[src/rtl/fetch_seq_ctrl.sv]
// Fetch sequencer: owns the PC, drives the word-wide instruction-memory port and hands
// halfword-aligned RV32C/RV32I instructions (with their PC) to decode over valid/ready.
module fetch_seq_ctrl #(
    parameter logic [31:0] RESET_PC = 32'h0000_0000
) (
    input  logic        clk,
    input  logic        reset_n,
    input  logic        i_redirect_valid,
    input  logic [31:0] i_redirect_pc,
    output logic        o_imem_req,
    output logic [31:0] o_imem_addr,
    input  logic        i_imem_gnt,
    input  logic        i_imem_rvalid,
    input  logic [31:0] i_imem_rdata,
    output logic        o_out_valid,
    input  logic        i_out_ready,
    output logic [31:0] o_out_instr,
    output logic [31:0] o_out_pc,
    output logic        o_out_compressed
);
    typedef enum logic [2:0] {S_IDLE, S_REQ, S_WAIT, S_HOLD, S_DRAIN} state_t;

    localparam logic [31:0] RST_PC = RESET_PC & ~32'd1;

    state_t      r_state;
    logic [31:0] r_pc;
    logic [15:0] r_hbuf;
    logic [31:0] r_hbuf_addr;
    logic        r_hbuf_valid;
    logic        r_stitch;
    logic        r_imem_req;
    logic [31:0] r_imem_addr;
    logic        r_out_valid;
    logic [31:0] r_out_instr;
    logic [31:0] r_out_pc;
    logic        r_out_compressed;

    logic [31:0] w_redir_pc;
    logic [31:0] w_pc_next;
    logic [15:0] w_lo;
    logic [15:0] w_hi;
    logic        w_hs;
    logic        w_hbuf_hit;
    logic        w_redir_drain;

    function automatic logic is_comp(input logic [15:0] h);
        return h[1:0] != 2'b11;
    endfunction

    function automatic logic [31:0] word_of(input logic [31:0] a);
        return {a[31:2], 2'b00};
    endfunction

    assign w_redir_pc = i_redirect_pc & ~32'd1;
    assign w_hs       = r_out_valid & i_out_ready;
    assign w_pc_next  = r_pc + (r_out_compressed ? 32'd2 : 32'd4);
    assign w_hbuf_hit = r_hbuf_valid && (w_pc_next == r_hbuf_addr);
    assign w_lo       = i_imem_rdata[15:0];
    assign w_hi       = i_imem_rdata[31:16];
    // A granted read whose rvalid has not yet appeared must be swallowed after a redirect.
    assign w_redir_drain = (r_state == S_REQ && i_imem_gnt) ||
                           ((r_state == S_WAIT || r_state == S_DRAIN) && !i_imem_rvalid);

    always_ff @(posedge clk or negedge reset_n) begin
        if (!reset_n) begin
            r_state          <= S_IDLE;
            r_pc             <= RST_PC;
            r_hbuf           <= '0;
            r_hbuf_addr      <= '0;
            r_hbuf_valid     <= 1'b0;
            r_stitch         <= 1'b0;
            r_imem_req       <= 1'b0;
            r_imem_addr      <= '0;
            r_out_valid      <= 1'b0;
            r_out_instr      <= '0;
            r_out_pc         <= '0;
            r_out_compressed <= 1'b0;
        end else if (i_redirect_valid) begin
            r_pc         <= w_redir_pc;
            r_hbuf_valid <= 1'b0;
            r_stitch     <= 1'b0;
            r_out_valid  <= 1'b0;
            if (w_redir_drain) begin
                r_state    <= S_DRAIN;
                r_imem_req <= 1'b0;
            end else begin
                r_state     <= S_REQ;
                r_imem_req  <= 1'b1;
                r_imem_addr <= word_of(w_redir_pc);
            end
        end else begin
            case (r_state)
                S_IDLE: begin
                    r_state     <= S_REQ;
                    r_imem_req  <= 1'b1;
                    r_imem_addr <= word_of(r_pc);
                end
                S_REQ: begin
                    if (i_imem_gnt) begin
                        r_state    <= S_WAIT;
                        r_imem_req <= 1'b0;
                    end
                end
                S_WAIT: begin
                    if (i_imem_rvalid) begin
                        if (r_stitch) begin
                            // Second word of a straddling instruction; its upper half is the next one.
                            r_out_valid      <= 1'b1;
                            r_out_instr      <= {w_lo, r_hbuf};
                            r_out_pc         <= r_pc;
                            r_out_compressed <= 1'b0;
                            r_hbuf           <= w_hi;
                            r_hbuf_addr      <= r_pc + 32'd4;
                            r_hbuf_valid     <= 1'b1;
                            r_stitch         <= 1'b0;
                            r_state          <= S_HOLD;
                        end else if (!r_pc[1]) begin
                            r_out_valid <= 1'b1;
                            r_out_pc    <= r_pc;
                            r_state     <= S_HOLD;
                            if (is_comp(w_lo)) begin
                                r_out_instr      <= {16'h0000, w_lo};
                                r_out_compressed <= 1'b1;
                                r_hbuf           <= w_hi;
                                r_hbuf_addr      <= r_pc + 32'd2;
                                r_hbuf_valid     <= 1'b1;
                            end else begin
                                r_out_instr      <= i_imem_rdata;
                                r_out_compressed <= 1'b0;
                                r_hbuf_valid     <= 1'b0;
                            end
                        end else if (is_comp(w_hi)) begin
                            r_out_valid      <= 1'b1;
                            r_out_instr      <= {16'h0000, w_hi};
                            r_out_pc         <= r_pc;
                            r_out_compressed <= 1'b1;
                            r_hbuf_valid     <= 1'b0;
                            r_state          <= S_HOLD;
                        end else begin
                            r_hbuf       <= w_hi;
                            r_hbuf_valid <= 1'b0;
                            r_stitch     <= 1'b1;
                            r_state      <= S_REQ;
                            r_imem_req   <= 1'b1;
                            r_imem_addr  <= word_of(r_pc) + 32'd4;
                        end
                    end
                end
                S_HOLD: begin
                    if (w_hs) begin
                        r_pc         <= w_pc_next;
                        r_hbuf_valid <= 1'b0;
                        if (w_hbuf_hit && is_comp(r_hbuf)) begin
                            r_out_instr      <= {16'h0000, r_hbuf};
                            r_out_pc         <= w_pc_next;
                            r_out_compressed <= 1'b1;
                        end else if (w_hbuf_hit) begin
                            r_out_valid <= 1'b0;
                            r_stitch    <= 1'b1;
                            r_state     <= S_REQ;
                            r_imem_req  <= 1'b1;
                            r_imem_addr <= word_of(w_pc_next) + 32'd4;
                        end else begin
                            r_out_valid <= 1'b0;
                            r_state     <= S_REQ;
                            r_imem_req  <= 1'b1;
                            r_imem_addr <= word_of(w_pc_next);
                        end
                    end
                end
                S_DRAIN: begin
                    if (i_imem_rvalid) begin
                        r_state     <= S_REQ;
                        r_imem_req  <= 1'b1;
                        r_imem_addr <= word_of(r_pc);
                    end
                end
                default: begin
                    r_state    <= S_IDLE;
                    r_imem_req <= 1'b0;
                end
            endcase
        end
    end

    assign o_imem_req       = r_imem_req;
    assign o_imem_addr      = r_imem_addr;
    assign o_out_valid      = r_out_valid;
    assign o_out_instr      = r_out_instr;
    assign o_out_pc         = r_out_pc;
    assign o_out_compressed = r_out_compressed;
endmodule

[config.mk]
export PLATFORM = sky130hd
export DESIGN_NAME = fetch_seq_ctrl
export DESIGN_NICKNAME = d
export VERILOG_FILES = /design/src/rtl/fetch_seq_ctrl.sv
export SDC_FILE = /design/constraint.sdc
export NUM_CORES = 1
export LEC_CHECK = 0
export BUFFER_PORTS_ARGS = -buffer_cell sky130_fd_sc_hd__buf_2
export CAP_MARGIN = 30
export CELL_PAD_IN_SITES_DETAIL_PLACEMENT = 1
export CELL_PAD_IN_SITES_GLOBAL_PLACEMENT = 1
export CORE_ASPECT_RATIO = 1.1
export CORE_UTILIZATION = 41
export CTS_BUF_LIST = sky130_fd_sc_hd__clkbuf_2 sky130_fd_sc_hd__clkbuf_4 sky130_fd_sc_hd__clkbuf_8
export DETAILED_ROUTE_END_ITERATION = 8
export GPL_TIMING_DRIVEN = 0
export PLACE_DENSITY_LB_ADDON = 0.12
export SYNTH_ARGS = -nofsm -noshare
export SYNTH_HDL_FRONTEND = slang
export SYNTH_SLANG_ARGS = --single-unit
export TNS_END_PERCENT = 5
[constraint.sdc]
create_clock -name clk -period 4.1 [get_ports clk]
set_input_delay 0.41 -clock clk [delete_from_list [all_inputs] [get_ports clk]]
set_output_delay 0.41 -clock clk [all_outputs]
set_load 0.02 [all_outputs]
==> results.sh, run 1 <==
export IMPL_status="finished, violations left"
export IMPL_violations="setup timing"
export IMPL_path_clk_slew_ps=110
export IMPL_avgSynthCellArea_um2=8.27
export IMPL_final_min_clock_period_ps=4410
export IMPL_rsz0062_at_grt="yes"
export IMPL_grt_overflow_total=0
export IMPL_syn_to_final_growth_pct=27.1
export IMPL_synth_top_family_by_area="simple AND/OR/NAND/NOR gates"
export IMPL_required_ps=4530
export IMPL_muxShareOfSynthArea_pct=5.76
export IMPL_port_buffers=164
export IMPL_rows=67
export IMPL_place_congestion=0.979
export IMPL_fp_dieH_um=186
export IMPL_finalWirelength_um=62400
export IMPL_worstPathArrival_ps=4840
export IMPL_r2r_slack_ps=-310
export IMPL_worst_slack_ps=-314
export IMPL_clk_insertion_delay_late_ps=540
export IMPL_synth_simple_gate_area_share_pct=23.5
export IMPL_synth_seq_area_share_pct=35.5
export IMPL_cts_tree="built"
export IMPL_track_usage_pct=39.7
export IMPL_synth_top_cell_area_share_pct=35.5
export IMPL_synth_compound_gate_area_share_pct=17.8
export IMPL_synthDistinctLibCells=87
export IMPL_design_core_area_um2=30300
export IMPL_num_vias=13600
export IMPL_max_cap_violations=0
export IMPL_ant_nets=0
export IMPL_start_util_pct=41.6
export IMPL_fmax_mhz=227
export IMPL_cts_buffers=17
export IMPL_power_density_nw_per_um2=588
export IMPL_worstRegToRegCells=15
export IMPL_root_buffer="clkbuf_8"
export IMPL_synth_xor_area_share_pct=11.9
export IMPL_die_w_um=169
export IMPL_critPathMaxStageDelay_ps=640
export IMPL_synthTopCellsByArea="dfrtp_1 (35%), xnor2_1 (6.3%), nand2_1 (6.1%)"
export IMPL_synth_area_leader_cell="dfrtp_1"
export IMPL_critPathLaunchType="flop"
export IMPL_antenna_cells=0
export IMPL_async_reset_ff_share_pct=100
export IMPL_grt_max_degree=103
export IMPL_synth_seq_cells=179
export IMPL_synthAdderAreaFrac_pct=0.852
export IMPL_h_tree_depth=4
export IMPL_syn_inst=1527
export IMPL_layout_drive_gt1_share_pct=26.7
export IMPL_cp_common_cell="or4_4"
export IMPL_path_cells="buf_6, ha_4, fa_2, nand3_4, or4_4, nor4_4, o31ai_2, or4_4, or4b_4, o21a_4, buf_12, clkbuf_16, buf_16, nand2_2, o21ai_2"
export IMPL_netlist_area_um2=12600
export IMPL_first_pass_iters=5
export IMPL_p_leak_nw=6.78
export IMPL_clk_path_buf_depth=2
export IMPL_relSlewSlack_pct=25.1
export IMPL_min_to="r_pc[1]$_DFFE_PN0P_"
export IMPL_hpwl_um=45800
export IMPL_grt_pass1_wl_um=89600
export IMPL_finClkSkew_ps=23.5
export IMPL_fin_hold_ws_ps=101
export IMPL_via_per_inst=6.16
export IMPL_hold_depth=3
export IMPL_setup_viol=96
export IMPL_cp_slowest_cell="or4_4"
export IMPL_fin_total_pwr_mw=9.43
export IMPL_finalHoldViolations=0
export IMPL_synth_ff_type="dfrtp_1"
export IMPL_drc_errors=0
export IMPL_reg2reg_to="o_out_instr[5]$_DFFE_PN0P_"
export IMPL_hp_start="i_redirect_pc[1]"
export IMPL_endpoint_kind="flop"
export IMPL_die_area_um2=31500
export IMPL_grt_pass1_vias=13600
export IMPL_hold_class="in -> reg"
export IMPL_antenna_found_initial=0
export IMPL_dr_first_iter_drc_count=1213
export IMPL_wl_per_cell_um=28.2
export IMPL_clock_sinks=179
export IMPL_slew_viol_final=0
export IMPL_io_pins=169
export IMPL_reg2reg_from="o_out_compressed$_DFFE_PN0P_"
export IMPL_vdd_drop_max_mv=0.303
export IMPL_critPathKind="reg -> reg"
export IMPL_worst_pin_slew_ps=1110
export IMPL_synth_edf_count=0
export IMPL_cp_max_fo=6
export IMPL_fin_nets=1863
export IMPL_yosysWarnings=0
export IMPL_fin_crit_sh_pct=108
synth_stat cells (3+ instances only):
cell type and n:
a21o_1 10, nand4_1 38, and4_1 7, buf_2 7, inv_1 15, dfrtp_1 179, mux2i_1 43, nor3b_1 7
xor2_1 60, buf_6 7, o21a_1 6, nor2_1 167, o21ai_1 28, nor4_1 20, and3_1 22, o31a_1 8
o31ai_1 22, a21oi_1 98, o41ai_1 3, xnor2_1 91, nand3_1 34, a21boi_0 5, nor3_1 43, a31o_2 5
nand2b_1 13, a221oi_1 3, and2_1 3, o22ai_1 4, o21ai_0 91, ha_1 7, a211oi_1 11, xnor3_1 7
buf_1 18, nand2_1 205, clkbuf_1 85, or4_1 9, nor2b_1 6, or2_2 9, buf_4 5, a31oi_1 15
or3_1 9, mux2_2 25, o21bai_1 3, a22oi_1 14
cell type report:
class | count | area (um^2)
Buffer | 118 | 742
Clock buffer | 17 | 234
Clock inverter | 14 | 169
Fill cell | 3703 | 14300
Inverter | 17 | 67.6
Multi-Input combinational cell | 1212 | 8240
Sequential cell | 179 | 4490
Tap cell | 414 | 518
Timing Repair Buffer | 240 | 1590
routing by layer:
layer / share of wire [%] / global-route usage [%] / wire length (um) / vias up
met4: 5.9 / 22.3 / 3660 / 0
li1: - / - / - / 5914
met2: 46 / 64.7 / 28900 / 669
met5: 0 / 0 / 0 / -
met1: 41 / 49.9 / 25300 / 6858
met3: 7.2 / 6.91 / 4480 / 184
worst max-delay path by stage:
| stage | end | slack, ps | from |
|---|---|---|---|
| 3_3_place_gp | o_imem_addr[12]$_DFFE_PN0P_ | -2470 | r_pc[1]$_DFFE_PN0P_ |
| 2_1_floorplan | o_imem_addr[2]$_DFFE_PN0P_ | 10 | r_pc[1]$_DFFE_PN0P_ |
| 3_5_place_dp | o_imem_addr[26]$_DFFE_PN0P_ | -1940 | r_pc[1]$_DFFE_PN0P_ |
| 6_report | o_out_instr[5]$_DFFE_PN0P_ | -310 | o_out_compressed$_DFFE_PN0P_ |
| 5_1_grt | o_out_instr[29]$_DFFE_PN0P_ | -370 | o_out_compressed$_DFFE_PN0P_ |
| 4_1_cts | o_out_instr[16]$_DFFE_PN0P_ | -200 | o_out_compressed$_DFFE_PN0P_ |
worst max-delay path: cells and delay by family, from the launching register on:
family          cells  cell delay (ps)
fa+ha+maj           2              510
buf+inv             4              590
compound gates      3              420
simple gates        6             2350
flops               1              410
logic make-up (layout without fill, tap and decap cells):
group | after synthesis | in the layout
other | 1 | 3
and+or+nand+nor | 612 | 613
muxes | 69 | 69
buffers and inverters | 139 | 406
AOI/OAI and AO/OA | 360 | 360
xor gates and xnor gates | 159 | 159
DFF | 179 | 179
adders and majority gates | 8 | 8
registers in the layout (all words and copies together) (netlist names):
signal            cells
r_stitch              1
r_state               3
o_out_compressed      1
o_out_pc             31
r_pc                 31
o_out_instr          32
r_hbuf               16
o_imem_req            1
r_hbuf_addr          31
o_imem_addr          30
o_out_valid           1
r_hbuf_valid          1
cells in the final DEF (no fill, tap or decap), drive strengths merged, types with 21 or more instances in the layout:
cell type | Yosys | routed
nand3 | 36 | 37
dfrtp | 179 | 179
buf | 37 | 275
mux2i | 43 | 43
a21oi | 99 | 99
o21ai | 119 | 119
clkbuf | 85 | 98
nor2 | 167 | 167
nor4 | 24 | 24
nand4 | 40 | 40
inv | 15 | 21
mux2 | 26 | 26
nand2 | 205 | 205
xor2 | 60 | 60
xnor2 | 91 | 91
nor3 | 45 | 45
and3 | 22 | 22
o31ai | 24 | 24
metrics by stage:
step                      worst slack, ps  area, um^2  utilization (%)  TNS, ps  cells
after floorplan                      11.6       12600                -        0   1529
after global placement              -2470       14000             46.1  -297770   2107
after detailed placement            -1940       14100             46.5  -142650   2119
after CTS                            -198       15700             51.7   -12240   2200
after global routing                 -372       16000             52.9   -27430   2211
final                                -314       16000             52.9   -19560   2211
power by group:
| part | switching (mW) | leakage, nW | internal, mW | total [mW] |
|---|---|---|---|---|
| combinational | 3.31 | 4.33 | 1.86 | 5.17 |
| clock | 0.801 | 0.204 | 0.558 | 1.36 |
| sequential | 0.498 | 2.25 | 2.41 | 2.90 |
| total | 4.61 | 6.78 | 4.82 | 9.43 |
repair_timing:
| action | CTS | global route |
|---|---|---|
| hold endpoints to repair | 77 | 0 |
| setup endpoints to repair | 99 | 98 |
| hold buffers | 1 | 0 |
| gates cloned | 7 | 2 |
| buffers inserted | 44 | 12 |
| gates resized for setup | 185 | 72 |
| pin swaps | 43 | 30 |
(Power assumes the default switching activity.)
==> run 2: changes to the inputs <==
- CORE_MARGIN: default -> 4
- MAX_ROUTING_LAYER: default -> met4
==> results.sh, run 2 (synthesis results as in run 1) <==
export IMPL_track_usage_pct=37.5
export IMPL_layout_drive_gt1_share_pct=24.7
export IMPL_largest_reg_flops=32
export IMPL_clk_insertion_delay_late_ps=550
export IMPL_worst_pin_slew_ps=1080
export IMPL_slew_viol_final=0
export IMPL_met3_length_um=4500
export IMPL_place_area_um2=14100
export IMPL_die_area_um2=33700
export IMPL_grt_overflow_total=0
export IMPL_wl_met2_um=29200
export IMPL_die_w_um=175
export IMPL_wl_met1_um=25400
export IMPL_path_cells="ha_4, fa_2, nand3_4, or4_4, nor4_4, o31ai_4, or4_4, or4b_4, buf_6, mux2_4, a221oi_4, o31ai_1"
export IMPL_critPathLaunchType="flop"
export IMPL_violations="setup timing"
export IMPL_design_core_area_um2=30400
export IMPL_cp_max_fo=10
export IMPL_required_ps=4520
export IMPL_worstPathArrival_ps=4770
export IMPL_ant_nets=0
export IMPL_fin_util_pct=51.7
export IMPL_critPathKind="reg -> reg"
export IMPL_cp_common_cell="or4_4"
export IMPL_setup_tns_ps=-9910
export IMPL_fin_nets=1853
export IMPL_p_leak_nw=6.61
export IMPL_fin_total_pwr_mw=9.45
export IMPL_hpwl_um=46900
export IMPL_finalHoldViolations=0
export IMPL_via_per_inst=6.23
export IMPL_power_density_nw_per_um2=600
export IMPL_grt_pass1_wl_um=90800
export IMPL_cp_slowest_cell="or4_4"
export IMPL_final_min_clock_period_ps=4350
export IMPL_finClkSkew_ps=26.7
export IMPL_start_util_pct=41.5
export IMPL_path_delay_family="simple AND/OR/NAND/NOR gates"
export IMPL_switchingPower_mw=4.65
export IMPL_io_pins=169
export IMPL_first_pass_iters=6
export IMPL_syn_to_final_growth_pct=24.6
export IMPL_port_buffers=164
export IMPL_fp_dieH_um=192
export IMPL_endpoint_kind="flop"
export IMPL_p_sw_share_pct=49.2
export IMPL_clock_sinks=179
export IMPL_worst_slack_ps=-253
export IMPL_cts_buffers=17
export IMPL_fin_area_um2=15700
export IMPL_num_vias=13700
export IMPL_finalWirelength_um=62900
export IMPL_cp_num_buf_inv=1
export IMPL_fin_hold_ws_ps=114
export IMPL_layout_commonest_cell="nand2_1"
export IMPL_dr_max_layer_used="met4"
export IMPL_hold_class="in -> reg"
export IMPL_comb_power_share_pct=55.6
export IMPL_status="finished, violations left"
export IMPL_p_clk_share_pct=13.8
export IMPL_antenna_found_initial=1
export IMPL_setup_viol=82
export IMPL_wl_per_cell_um=28.6
export IMPL_rows=67
export IMPL_n_fill_cell=3699
export IMPL_p_int_mw=4.80
export IMPL_dr_first_iter_drc_count=1243
export IMPL_drc_errors=0
export IMPL_fmax_mhz=230
export IMPL_clk_path_buf_depth=2
export IMPL_vdd_drop_max_mv=0.273
export IMPL_max_cap_violations=0
export IMPL_cts_tree="built"
export IMPL_instances_no_fill=2202
export IMPL_grt_max_degree=111
export IMPL_relSlewSlack_pct=28.2
export IMPL_p_seq_share_pct=30.6
export IMPL_rsz0062_at_grt="yes"
export IMPL_place_congestion=1.04
export IMPL_mostFrequentLayoutCells="nand2_1 (196), dfrtp_1 (174), buf_2 (172), nor2_1 (163), a21oi_1 (93)"
export IMPL_dpl_cell_count=2115
export IMPL_h_tree_depth=4
export IMPL_path_clk_slew_ps=110
export IMPL_grt_pass1_vias=13800
export IMPL_root_buffer="clkbuf_8"
export IMPL_critPathMaxStageDelay_ps=650
export IMPL_place_ws_ps=-2070
export IMPL_fin_crit_sh_pct=106
==> run 2: final cells by class <==
cell class / instances / area (um^2) / share of cell area (%)
Multi-Input combinational cell: 1211 / 8120 / 51.6
Inverter: 17 / 66.3 / 0.421
Sequential cell: 179 / 4490 / 28.5
Antenna cell: 1 / 2.50 / 0.0159
Timing Repair Buffer: 230 / 1440 / 9.14
Buffer: 119 / 724 / 4.60
Tap cell: 414 / 518 / 3.29
Clock buffer: 19 / 262 / 1.66
Clock inverter: 12 / 121 / 0.771
==> run 2: power groups by stage <==
stage | Combinational, mW | Clock, mW | Sequential, mW
global placement | 4.44 | 0 | 2.86
CTS | 4.82 | 1.31 | 2.87
floorplan | 2.33 | 0 | 3.27
detailed placement | 4.58 | 0 | 2.89
global route | 5.52 | 1.37 | 2.96
finish | 5.25 | 1.30 | 2.90
==> run 2: timing repair <==
action                                 in CTS  in global routing
setup endpoints to repair                  99                 97
endpoints found under the hold margin      69                  0
buffers inserted                           43                 11
hold buffers                                1                  0
resized for setup                         103                117
pin swaps                                  26                 20
cloned                                      0                  1
==> run 2: metal layers <==
metal / global-route usage (%) / vias up
met4: 21.3 / 0
met1: 46.1 / 6920
li1: - / 5896
met3: 6.36 / 211
met5: - / -
met2: 58.8 / 684
==> run 2: tightest hold or removal path, cell delays in order <==
cell and delay (ps):
buf_2 80, nand2_1 40, o21ai_0 80
==> run 2: path summary, 6_finish.rpt <==
path                                         startpoint                     endpoint  slack [ps]  depth (start not counted)
max                        o_out_compressed$_DFFE_PN0P_   o_imem_addr[2]$_DFFE_PN0P_        -250                         12
min reg2reg                     o_out_pc[1]$_DFFE_PN0P_      o_out_pc[1]$_DFFE_PN0P_         480                          2
max in group asynchronous                       reset_n  o_imem_addr[28]$_DFFE_PN0P_        2640                          3
max reg2reg                o_out_compressed$_DFFE_PN0P_   o_imem_addr[2]$_DFFE_PN0P_        -250                         12
min in group asynchronous                       reset_n      o_out_pc[7]$_DFFE_PN0P_         410                          2
min                                    i_redirect_pc[1]          r_pc[1]$_DFFE_PN0P_         110                          3
